**config.mk**
```make
export PLATFORM = sky130hd
export DESIGN_NAME = uart_rx_ctrl
export DESIGN_NICKNAME = d
export VERILOG_FILES = /design/src/rtl/uart_pkg.sv /design/src/rtl/uart_baud_tick.sv /design/src/rtl/uart_rx_ctrl.sv
export SDC_FILE = /design/constraint.sdc
export NUM_CORES = 1
export LEC_CHECK = 0
export CAP_MARGIN = 20
export CELL_PAD_IN_SITES_DETAIL_PLACEMENT = 0
export CELL_PAD_IN_SITES_GLOBAL_PLACEMENT = 2
export CORE_UTILIZATION = 37
export DETAILED_ROUTE_END_ITERATION = 10
export PLACE_DENSITY = 0.91
export RECOVER_POWER = 25
export SETUP_SLACK_MARGIN = 0.05
export SKIP_CTS_REPAIR_TIMING = 1
export SLEW_MARGIN = 20
export SYNTH_ARGS = -nofsm -noshare
export SYNTH_HDL_FRONTEND = slang
export SYNTH_SLANG_ARGS = --single-unit
```
**constraint.sdc**
```tcl
create_clock -name clk -period 3.9 [get_ports clk]
set_input_delay 0.585 -clock clk [delete_from_list [all_inputs] [get_ports clk]]
set_output_delay 0.585 -clock clk [all_outputs]
set_load 0.005 [all_outputs]
```
**src/rtl/uart_pkg.sv**
```systemverilog
// -----------------------------------------------------------------------------
// uart_pkg
// Shared definitions for the UART receive path: receiver state encoding and
// frame constants. Imported by uart_rx_ctrl and uart_baud_tick.
// -----------------------------------------------------------------------------
package uart_pkg;

   // Receiver sequencing states
   typedef enum logic [2:0] {
      IDLE  = 3'd0,
      START = 3'd1,
      DATA  = 3'd2,
      STOP  = 3'd3,
      BREAK = 3'd4
   } state_e;

   localparam int         MIN_BAUD = 15;    // smallest legal clks-per-bit divisor
   localparam int         DATA_W   = 8;     // data bits per frame
   localparam logic [3:0] STOP_IDX = 4'd9;  // bit_cnt value while in the stop bit

endpackage

```
**src/rtl/uart_baud_tick.sv**
```systemverilog
// -----------------------------------------------------------------------------
// uart_baud_tick
// Loadable down-counter producing a one-cycle tick each time it reaches zero
// while enabled; it then reloads and keeps counting. Disabled => cleared.
//
// Ports:
//   clk        in   system clock
//   rst_n      in   synchronous active-low reset
//   en         in   count enable (counter held at 0 when low)
//   load       in   load load_val this cycle (wins over en)
//   load_val   in   first-period value (e.g. half bit for mid-bit sampling)
//   reload_val in   value reloaded after every tick (bit period - 1)
//   tick       out  combinational tick: en & counter == 0
// -----------------------------------------------------------------------------
module uart_baud_tick #(
   parameter int BAUD_W = 20
) (
   input  logic              clk,
   input  logic              rst_n,
   input  logic              en,
   input  logic              load,
   input  logic [BAUD_W-1:0] load_val,
   input  logic [BAUD_W-1:0] reload_val,
   output logic              tick
);
   import uart_pkg::*;

   logic [BAUD_W-1:0] cnt_q;
   logic [BAUD_W-1:0] cnt_d;

   always_comb begin
      cnt_d = cnt_q;
      if (load) begin
         cnt_d = load_val;
      end else if (!en) begin
         cnt_d = '0;
      end else if (cnt_q == '0) begin
         cnt_d = reload_val;
      end else begin
         cnt_d = cnt_q - 1'b1;
      end
   end

   assign tick = en && !load && (cnt_q == '0);

   always_ff @(posedge clk) begin
      if (!rst_n) begin
         cnt_q <= '0;
      end else begin
         cnt_q <= cnt_d;
      end
   end

endmodule

```
**src/rtl/uart_rx_ctrl.sv**
```systemverilog
// -----------------------------------------------------------------------------
// uart_rx_ctrl
// UART receive controller (8N1). Synchronises rxd, detects the start edge,
// samples each bit mid-period using a programmable divisor, assembles the byte
// LSB-first and offers it on a valid/ready handshake.
//
// Ports:
//   clk        in   system clock
//   rst_n      in   synchronous active-low reset
//   sel        in   receiver enable (0 = standby, also drops rx_valid)
//   baud       in   clk cycles per bit, latched at start detect
//   rxd        in   asynchronous serial input, idle high
//   rx_ready   in   consumer accepts rx_data while rx_valid
//   rx_data    out  received byte, stable while rx_valid
//   rx_valid   out  byte available
//   frame_err  out  one-cycle pulse: stop bit sampled low
//   overrun    out  one-cycle pulse: byte dropped, previous one not taken
//   cfg_err    out  level: sel=1 with baud below MIN_BAUD
//   busy       out  receiver not idle
//   bit_cnt    out  0=start, 1..8=data, 9=stop; 0 when idle
// -----------------------------------------------------------------------------
module uart_rx_ctrl #(
   parameter int DATA_W   = uart_pkg::DATA_W,
   parameter int BAUD_W   = 20,
   parameter int MIN_BAUD = uart_pkg::MIN_BAUD
) (
   input  logic              clk,
   input  logic              rst_n,
   input  logic              sel,
   input  logic [BAUD_W-1:0] baud,
   input  logic              rxd,
   input  logic              rx_ready,
   output logic [DATA_W-1:0] rx_data,
   output logic              rx_valid,
   output logic              frame_err,
   output logic              overrun,
   output logic              cfg_err,
   output logic              busy,
   output logic [3:0]        bit_cnt
);
   import uart_pkg::*;

   localparam logic [3:0] LAST_DATA = 4'(DATA_W);

   state_e            state_q;
   logic              sync1_q;
   logic              rxs_q;       // synchronised rxd
   logic              rxs_prev_q;  // rxs one cycle earlier, for edge detect
   logic [3:0]        bit_cnt_q;
   logic [DATA_W-1:0] shreg_q;
   logic [BAUD_W-1:0] baud_q;
   logic [DATA_W-1:0] rx_data_q;
   logic              rx_valid_q;
   logic              frame_err_q;
   logic              overrun_q;

   logic              run_ok;
   logic              fall;
   logic              active;
   logic              ld;
   logic              tick;
   logic [BAUD_W-1:0] half_m1;
   logic [BAUD_W-1:0] full_m1;

   assign cfg_err = sel && (baud < BAUD_W'(MIN_BAUD));
   assign run_ok  = sel && !cfg_err;
   assign fall    = rxs_prev_q && !rxs_q;
   assign active  = (state_q == START) || (state_q == DATA) || (state_q == STOP);
   assign ld      = (state_q == IDLE) && run_ok && fall;

   // First wait is half a bit so every later tick lands mid-bit.
   assign half_m1 = (baud >> 1) - 1'b1;
   assign full_m1 = baud_q - 1'b1;

   uart_baud_tick #(
      .BAUD_W (BAUD_W)
   ) u_baud_tick (
      .clk        (clk),
      .rst_n      (rst_n),
      .en         (run_ok && active),
      .load       (ld),
      .load_val   (half_m1),
      .reload_val (full_m1),
      .tick       (tick)
   );

   always_ff @(posedge clk) begin
      if (!rst_n) begin
         state_q     <= IDLE;
         sync1_q     <= 1'b1;
         rxs_q       <= 1'b1;
         rxs_prev_q  <= 1'b1;
         bit_cnt_q   <= '0;
         shreg_q     <= '0;
         baud_q      <= '0;
         rx_data_q   <= '0;
         rx_valid_q  <= 1'b0;
         frame_err_q <= 1'b0;
         overrun_q   <= 1'b0;
      end else begin
         sync1_q     <= rxd;
         rxs_q       <= sync1_q;
         rxs_prev_q  <= rxs_q;
         frame_err_q <= 1'b0;
         overrun_q   <= 1'b0;

         // Consumer take; a completion in the same cycle overrides this below.
         if (rx_valid_q && rx_ready) begin
            rx_valid_q <= 1'b0;
         end

         if (!run_ok) begin
            // Standby or bad divisor: abandon any frame silently.
            state_q   <= IDLE;
            bit_cnt_q <= '0;
            if (!sel) begin
               rx_valid_q <= 1'b0;
            end
         end else begin
            case (state_q)
               IDLE: begin
                  if (fall) begin
                     baud_q  <= baud;
                     state_q <= START;
                  end
               end
               START: begin
                  if (tick) begin
                     if (!rxs_q) begin
                        state_q   <= DATA;
                        bit_cnt_q <= 4'd1;
                     end else begin
                        // Start bit gone by mid-bit: treat as a glitch.
                        state_q   <= IDLE;
                        bit_cnt_q <= '0;
                     end
                  end
               end
               DATA: begin
                  if (tick) begin
                     shreg_q <= {rxs_q, shreg_q[DATA_W-1:1]};
                     if (bit_cnt_q == LAST_DATA) begin
                        state_q   <= STOP;
                        bit_cnt_q <= STOP_IDX;
                     end else begin
                        bit_cnt_q <= bit_cnt_q + 4'd1;
                     end
                  end
               end
               STOP: begin
                  if (tick) begin
                     bit_cnt_q <= '0;
                     if (rxs_q) begin
                        state_q <= IDLE;
                        if (!rx_valid_q || rx_ready) begin
                           rx_data_q  <= shreg_q;
                           rx_valid_q <= 1'b1;
                        end else begin
                           overrun_q <= 1'b1;
                        end
                     end else begin
                        frame_err_q <= 1'b1;
                        state_q     <= BREAK;
                     end
                  end
               end
               BREAK: begin
                  // Wait for the line to return high so a held-low line
                  // cannot look like a fresh start bit.
                  if (rxs_q) begin
                     state_q <= IDLE;
                  end
               end
               default: begin
                  state_q   <= IDLE;
                  bit_cnt_q <= '0;
               end
            endcase
         end
      end
   end

   assign rx_data   = rx_data_q;
   assign rx_valid  = rx_valid_q;
   assign frame_err = frame_err_q;
   assign overrun   = overrun_q;
   assign busy      = (state_q != IDLE);
   assign bit_cnt   = bit_cnt_q;

endmodule

```
=== Word level (Yosys, flattened, before mapping) ===
Index checks and enable logic that the tools add are counted.

* Bits in registers: 69
* Input bits: 25
* Output and inout port bits: 17
* Word-level logic and storage cells: 84

* $add $sub $neg: 4
* Order comparisons: 1
* Equal/unequal tests: 11
* Mux-type cells: 27
* Bitwise gates (word level): 1
* Reduce and logical (&&, ||, !) cells: 28

{| class="wikitable"
|+ Operators with widths
! operator !! count
|-
| $mux W20 || 3
|-
| $sub A20 B1 Y20 const B || 2
|-
| $mux W3 || 7
|-
| $logic_not A20 Y1 || 1
|-
| $lt A20 B4 Y1 const B || 1
|-
| $sub A19 B1 Y20 const B || 1
|-
| $mux W4 || 4
|-
| $pmux W4 S4 || 1
|-
| $pmux W3 S5 || 1
|-
| $mux W1 || 10
|-
| $ne A2 B2 Y1 const B || 5
|-
| $reduce_and A5 Y1 || 2
|-
| $logic_and A1 B1 Y1 || 9
|-
| $reduce_and A4 Y1 || 2
|-
| $eq A3 B2 Y1 const B || 2
|-
| $reduce_and A3 Y1 || 2
|-
| $reduce_and A6 Y1 || 1
|-
| $add A4 B1 Y4 const B || 1
|-
| $eq A4 B4 Y1 const B || 1
|-
| $logic_not A1 Y1 || 4
|-
| $eq A3 B1 Y1 const B || 1
|-
| $eq A3 B3 Y1 const B || 1
|-
| $logic_not A3 Y1 || 1
|-
| $logic_or A1 B1 Y1 || 3
|-
| 6 further kinds || 6
|}

=== Longest topological paths before layout ===
Gate-level depths: netlist (run 1).

* Depth after elaboration: 12
* Gate-level depth with buffers: 12
* Gate-level depth less buffers: 10

=== Hierarchy ===
From an unflattened synthesis (run 1), not the netlist that was laid out.

* Cells, all modules: 485
* Area total of the unflattened synthesis: 4002.6 µm²

{| class="wikitable"
|+ Modules (own cells, without submodules)
! module !! times used !! cells an instance !! area an instance (µm²) !! sequential area each (µm²)
|-
| uart_rx_ctrl || 1 || 323 || 2688.8 || 980.9
|-
| uart_baud_tick || 1 || 162 || 1313.8 || 400.4
|}

=== Worst setup path after synthesis (run 1) ===
OpenSTA, ideal clock, no wires.

* Kind: flip-flop to flip-flop
* Start: register u_baud_tick.cnt_q[3]
* End: register u_baud_tick.cnt_q[14]
* Library setup time: 127 ps
* Arrival: 2529 ps
* Data required time: 3773 ps
* Path slack: 1244 ps
* Stages on the path, launching flop included: 12
* Buffers on the path: 1
* Period minus slack after synthesis: 2656 ps
* Cells stage by stage: dfxtp_1 -> nor4_4 -> nand3_2 -> nor2_2 -> buf_2 -> a21oi_1 -> ha_1 -> and3b_1 -> o31ai_2 -> nor3_1 -> and4_1 -> or3_1

* Word-level cells in the longest chain between the ends: 4
* Elaborated cells on any way between the ends: 5
* Classes of those cells: add/sub (1); mux (3); reduce/logical (1)

{| class="wikitable"
|+ RTL lines
! what !! RTL line !! text
|-
| start, declared || uart_baud_tick.sv:28 || <nowiki>logic [BAUD_W-1:0] cnt_q;</nowiki>
|-
| start signal, assigned || uart_baud_tick.sv:50 || <nowiki>cnt_q <= cnt_d;</nowiki>
|-
| $sub A20 B1 Y20 or $logic_not A20 Y1 (tied branches) || uart_baud_tick.sv:40, uart_baud_tick.sv:37 ||
|-
| $mux W20 * || uart_baud_tick.sv:37 || <nowiki>end else if (cnt_q == '0) begin</nowiki>
|-
| $mux W20 * || uart_baud_tick.sv:35 || <nowiki>end else if (!en) begin</nowiki>
|-
| $mux W20 * || uart_baud_tick.sv:33 || <nowiki>if (load) begin</nowiki>
|}

Mark *: on every way between the ends. The rest lies on a longest branch, timed or not.
A chain may end at the register's enable or synchronous reset.

=== Final worst setup path (run 1) ===
* Start: input port baud[12]
* End: output port cfg_err

* Word-level cells in the longest chain between the ends: 2

{| class="wikitable"
|+ RTL lines
! what !! RTL line !! text
|-
| start, declared || uart_rx_ctrl.sv:30 || <nowiki>input logic [BAUD_W-1:0] baud,</nowiki>
|-
| $lt A20 B4 Y1 || uart_rx_ctrl.sv:65 || <nowiki>assign cfg_err = sel && (baud < BAUD_W'(MIN_BAUD));</nowiki>
|-
| $logic_and A1 B1 Y1 || uart_rx_ctrl.sv:65 ||
|-
| end, declared || uart_rx_ctrl.sv:37 || <nowiki>output logic cfg_err,</nowiki>
|}

No other way between the ends.

==> results.json, run 1 <==
{
  "status": "finished, final reports clean",
  "setup_ws_ns": 0.4427,
  "fmax_ghz": 0.2892,
  "fp.coreArea_um2": 10320,
  "synth_edf_count": 0,
  "drtAntennaViolNets": 0,
  "synth_top_cell_by_area": "dfxtp_1",
  "crit_arrival_ns": 2.87,
  "setup_tns_ns": 0,
  "power_density_nw_per_um2": 382.1,
  "criticalPathCategory": "primary input to primary output",
  "die_w_um": 105.3,
  "vias": 3683,
  "cp_slowest_cell": "dlygate4sd3_1",
  "cts_buffers": 9,
  "final_cells": 663,
  "setup_viol": 0,
  "synthArstFlopShare_pct": 0,
  "preCtsSetupSlack_ns": 0.5583,
  "clk_path_buf_depth": 2,
  "min_period_ns": 3.457,
  "wl_mm": 11.12,
  "fin_crit_sh_pct": 88.65,
  "final_max_slew_viol_count": 0,
  "ys_types": 66,
  "yosys_warnings": 0,
  "num_antenna_cells": 0,
  "synthesis.area_um2": 3948,
  "synthTopCellsByCount": "72 x nand2_1, 69 x dfxtp_1, 35 x nor2_1, 31 x a21oi_1, 21 x a21boi_0",
  "clkLatencyLatePin_ns": 0.36,
  "chipHeight_um": 105.3,
  "dpl.cell_count": 647,
  "dr.pass1.iters": 5,
  "cap_viol_max_count": 0,
  "critPathRequiredTime_ns": 3.31,
  "grt_pass1_vias": 3693,
  "worst_pin_slew_ns": 1.460,
  "syn_avg_cell_area_um2": 8.207,
  "ys_seq_area_share_pct": 34.99,
  "syn_nets": 510,
  "dp_hpwl_mm": 8.222,
  "antenna_found_initial": 0,
  "die_area_um2": 11090,
  "drive_above_1_share_pct": 10.82,
  "grt_usage_pct": 21.66,
  "yosysMostFrequentCell": "nand2_1",
  "grt_max_degree": 38,
  "synth-seq-cells": 69,
  "rows": 37,
  "wire_per_inst_um": 16.78,
  "rsz0062_at_grt": "no",
  "hold_ws_ns": 0.4301,
  "critPathMaxFanout": 6,
  "finalPower_w": 0.001804,
  "critical-path-max-stage-delay_ns": 0.62,
  "cp-end-kind": "primary output",
  "fin_nets": 551,
  "hold_class": "flop to flop",
  "cts_tree": "yes",
  "port_buffers": 41,
  "grt_pass1_wl_mm": 18.60,
  "ir_drop_mv": 0.2039,
  "crit_path_start_kind": "primary input",
  "vias_per_cell": 5.555,
  "area_growth_syn_to_layout_pct": 19.59,
  "drc": 0,
  "cts_root_buffer": "clkbuf_8",
  "place.gp.congestion": 0.8740,
  "clk_pin_slew_ns": 0.08,
  "initial_utilization_pct": 38.24,
  "clock-sinks": 69,
  "relSlewSlack_pct": 2.661,
  "skew_ns": 0.007483,
  "grt_overflow_total": 0,
  "synth_top_cells_by_area": "dfxtp_1 35%, nand2_1 6.8%, xnor2_1 4.2%, a21boi_0 4.0%, a21oi_1 3.9%",
  "synth-main-ff-cell": "dfxtp_1",
  "crit_path_cell_trace": "dlygate4sd3_1 -> or4_4 -> and4bb_1 -> and3_1 -> clkdlybuf4s50_1",
  "p_leak_nw": 1.658,
  "ioPinCount": 42,
  "htreeDepth": 3,
  "yosysTopAreaCellShare_pct": 34.99,
  "drt-initial-drc-count": 237,
  "final-hold-violation-count": 0,
  "synthCells": 481
}
-- power by group --
part / switching [W] / internal (W)
clock network: 0.000298 / 0.000383
registers: 0.0000192 / 0.000717
logic: 0.000234 / 0.000153
-- flip-flops by register name, indices dropped and copies added, names as in the netlist --
| name | cells |
|---|---|
| overrun | 1 |
| rx_valid | 1 |
| rxs_prev_q | 1 |
| sync1_q | 1 |
| state_q | 3 |
| rx_data | 8 |
| baud_q | 20 |
| frame_err | 1 |
| u_baud_tick.cnt_q | 20 |
| bit_cnt | 4 |
| shreg_q | 8 |
| rxs_q | 1 |
-- area by class of cell --
class / count / area [µm²]
Fill cell: 1032 / 5603
Multi-Input combinational cell: 386 / 2447
Sequential cell: 69 / 1381
Timing Repair Buffer: 50 / 467.9
Tap cell: 136 / 170.2
Clock buffer: 10 / 137.6
Clock inverter: 6 / 93.84
Inverter: 6 / 22.52
-- final timing paths --
kind	from	endpoint	slack, ns	cells past startpoint
setup / recovery	baud[12]	cfg_err	0.44	5
setup reg to reg	u_baud_tick.cnt_q[10]	u_baud_tick.cnt_q[14]	1.10	10
hold / removal	sync1_q	rxs_q	0.43	1
hold reg to reg	sync1_q	rxs_q	0.43	1
-- metal layers --
layer,share of wire [%],vias up,GRT usage [%]
li1,-,1827,-
met2,48,113,35.43
met1,45,1724,27.66
met3,5.3,19,3.649
met5,0,-,0
met4,2.2,0,10.36
-- per-stage QoR --
step                cell area (µm²)  util (%)
finish                         4721     45.73
floorplan                      3948         -
CTS                            4730     45.81
detailed placement             4498     43.57
global route                   4721     45.73
global placement               4498     43.57
-- critical path, delay by kind of cell --
family        cells  cell delay (ns)
buf+inv           2             1.14
simple gates      3             1.14
-- layout by cell type (no fill, tap or decap), types with 3 or more instances in the layout --
cell type,count
a21boi_0,22
o211ai_1,3
nand4_1,5
xor2_1,10
nor4_1,11
nor2_1,35
clkbuf_8,10
xnor2_1,19
o21ai_2,8
ha_1,4
clkdlybuf4s50_1,23
nor3_2,3
dlygate4sd3_1,17
o21ai_0,10
nand2b_1,6
or4_1,4
and2_1,7
o22ai_1,12
a21oi_1,31
and3_1,4
nor3_1,17
inv_1,6
nand3b_1,4
mux2i_1,9
or3_1,6
buf_4,8
nand3_1,19
nand2_1,72
nand3_2,3
nor2b_1,12
o31a_1,4
dfxtp_1,69
-- logic make-up (layout without fill, tap and decap cells) --
family	Yosys count	in the layout	share of synthesized area (%)
simple gates	229	229	31.66
compound gates	115	115	20.44
flops	69	69	34.99
xor+xnor	29	29	6.434
buf+inv	26	72	2.916
mux	9	9	2.282
fa+ha+maj	4	4	1.268
No activity file was read; power rests on OpenSTA's default activity.
==> run 2: changes to the inputs <==
--- a/config.mk
+++ b/config.mk
@@ -14,7 +14,6 @@
 export RECOVER_POWER = 25
 export SETUP_SLACK_MARGIN = 0.05
 export SKIP_CTS_REPAIR_TIMING = 1
-export SLEW_MARGIN = 20
 export SYNTH_ARGS = -nofsm -noshare
 export SYNTH_HDL_FRONTEND = slang
 export SYNTH_SLANG_ARGS = --single-unit
==> results of run 2 <==
Same layout as run 1: the final DEF is identical, and so are final timing and power.
==> RTL change (flow settings as in run 2) <==
Set the package constant `DATA_W` to 9 (it was 8).
--- a/src/rtl/uart_pkg.sv
+++ b/src/rtl/uart_pkg.sv
@@ -16,5 +16,5 @@
 
    localparam int         MIN_BAUD = 15;    // smallest legal clks-per-bit divisor
-   localparam int         DATA_W   = 8;     // data bits per frame
+   localparam int         DATA_W   = 9;     // data bits per frame
    localparam logic [3:0] STOP_IDX = 4'd9;  // bit_cnt value while in the stop bit
 
Interface: changed (resized rx_data); port bits go from 42 to 43. The function was not compared with the original's and may differ.
==> RTL change against run 2 <==
- global-route usage down 1.7 points
- critical endpoint unchanged
- die area decreased by 1.9%
- synthesized area shrank 1.9%
- register-to-register slack lost 380 ps
- critical path type unchanged
- sequential cell count is 2 higher
- design area is 1.8% lower
- wire length down 4.8%
- worst setup slack lost 80 ps
- total power fell by 0.92%
==> RTL change: results (changes against run 2) <==
| Metric | Value |
|---|---|
| Routed length on met2 | `4580 um (-14%)` |
| Worst hold margin | `420 ps (-10.3 ps)` |
| GRT met3 Usage | `3.82% (+0.17 points)` |
| Non-CTS buffers | `51 (+2.0%)` |
| Switching power share of the total | `32.7% (+2.2 points)` |
| Leakage | `1.82 nW (+9.9%)` |
| Clock network area share | `4.35% (-0.56 points)` |
| Number of non-clock inverters | `9 (+3)` |
| DR vias/cell | `5.66 (+1.9%)` |
| Share of the yosys chip area belonging to registers | `36.7% (+1.7 points)` |
| Multi-input gate count | `376 (-2.6%)` |
| WP data arrival | `2950 ps (+80 ps)` |
| Worst setup path start | `baud[7]` |
| Violation count after the first detailed-routing iteration | `170 (-28%)` |
| Maximum fanout along the worst path | `8 (+2)` |
| Multi-input gate share of total cell area | `50.3% (-1.5 points)` |
| Power consumed by the clock network | `0.622 mW (-8.7%)` |
| Global-route total usage across every layer | `20.0% (-1.7 points)` |
| Fraction of area in registers | `30.7% (+1.4 points)` |
| M1 wire length | `5310 um (+6.6%)` |
| Part of the power in registers | `42.1% (+1.3 points)` |
| Pin count of the biggest net entering global routing | `31 (-18%)` |
| Nets | `547 (-0.73%)` |
| Minimum setup slack after placement | `468 ps (-90.6 ps)` |
| Wire length of the first global-routing pass | `17300 um (-6.9%)` |
| Total wire length | `10600 um (-4.8%)` |
| Terminus of the critical flop-to-flop path | `u_baud_tick.cnt_q[18]$_SDFF_PN0_` |
| Worst reg2reg setup slack | `720 ps (-380 ps)` |
| Die footprint | `10900 sq um (-1.9%)` |
| Met1 track demand over resource in global routing | `27.8% (+0.18 points)` |
| Result of the run | `completed` |
| Unique cell type count in the Yosys netlist | `62 (-6.1%)` |
RTL change: changes by cell type in the layout (fill, tap and decap cells not counted), sizes merged, moves of 8 or more:
cell and change:
nor2 +28, a21boi -21, nor3 +9, o21ai +9, nand2 -42, or3 +9
mux2i +22, nor2b -8
RTL change: cells by family after synthesis:
family                   Yosys count  share of synthesized area [%]
AND/OR/NAND/NOR                  210                           27.7
buffers and inverters             29                           3.07
XOR/XNOR                          22                           4.98
adder cells (fa/ha/maj)            4                           1.29
multiplexers                      31                           8.02
AO/OA/AOI/OAI                    109                           18.2
flip-flops                        71                           36.7
RTL change: through the flow:
| stage | total power, mW | instances | util, % |
|---|---|---|---|
| after floorplan | 1.05 | 476 | - |
| after global placement | 1.17 | 640 | 44.6 |
| after detailed placement | 1.17 | 640 | 44.6 |
| after CTS | 1.80 | 656 | 46.6 |
| after global routing | 1.87 | 656 | 46.6 |
| final | 1.79 | 656 | 46.6 |
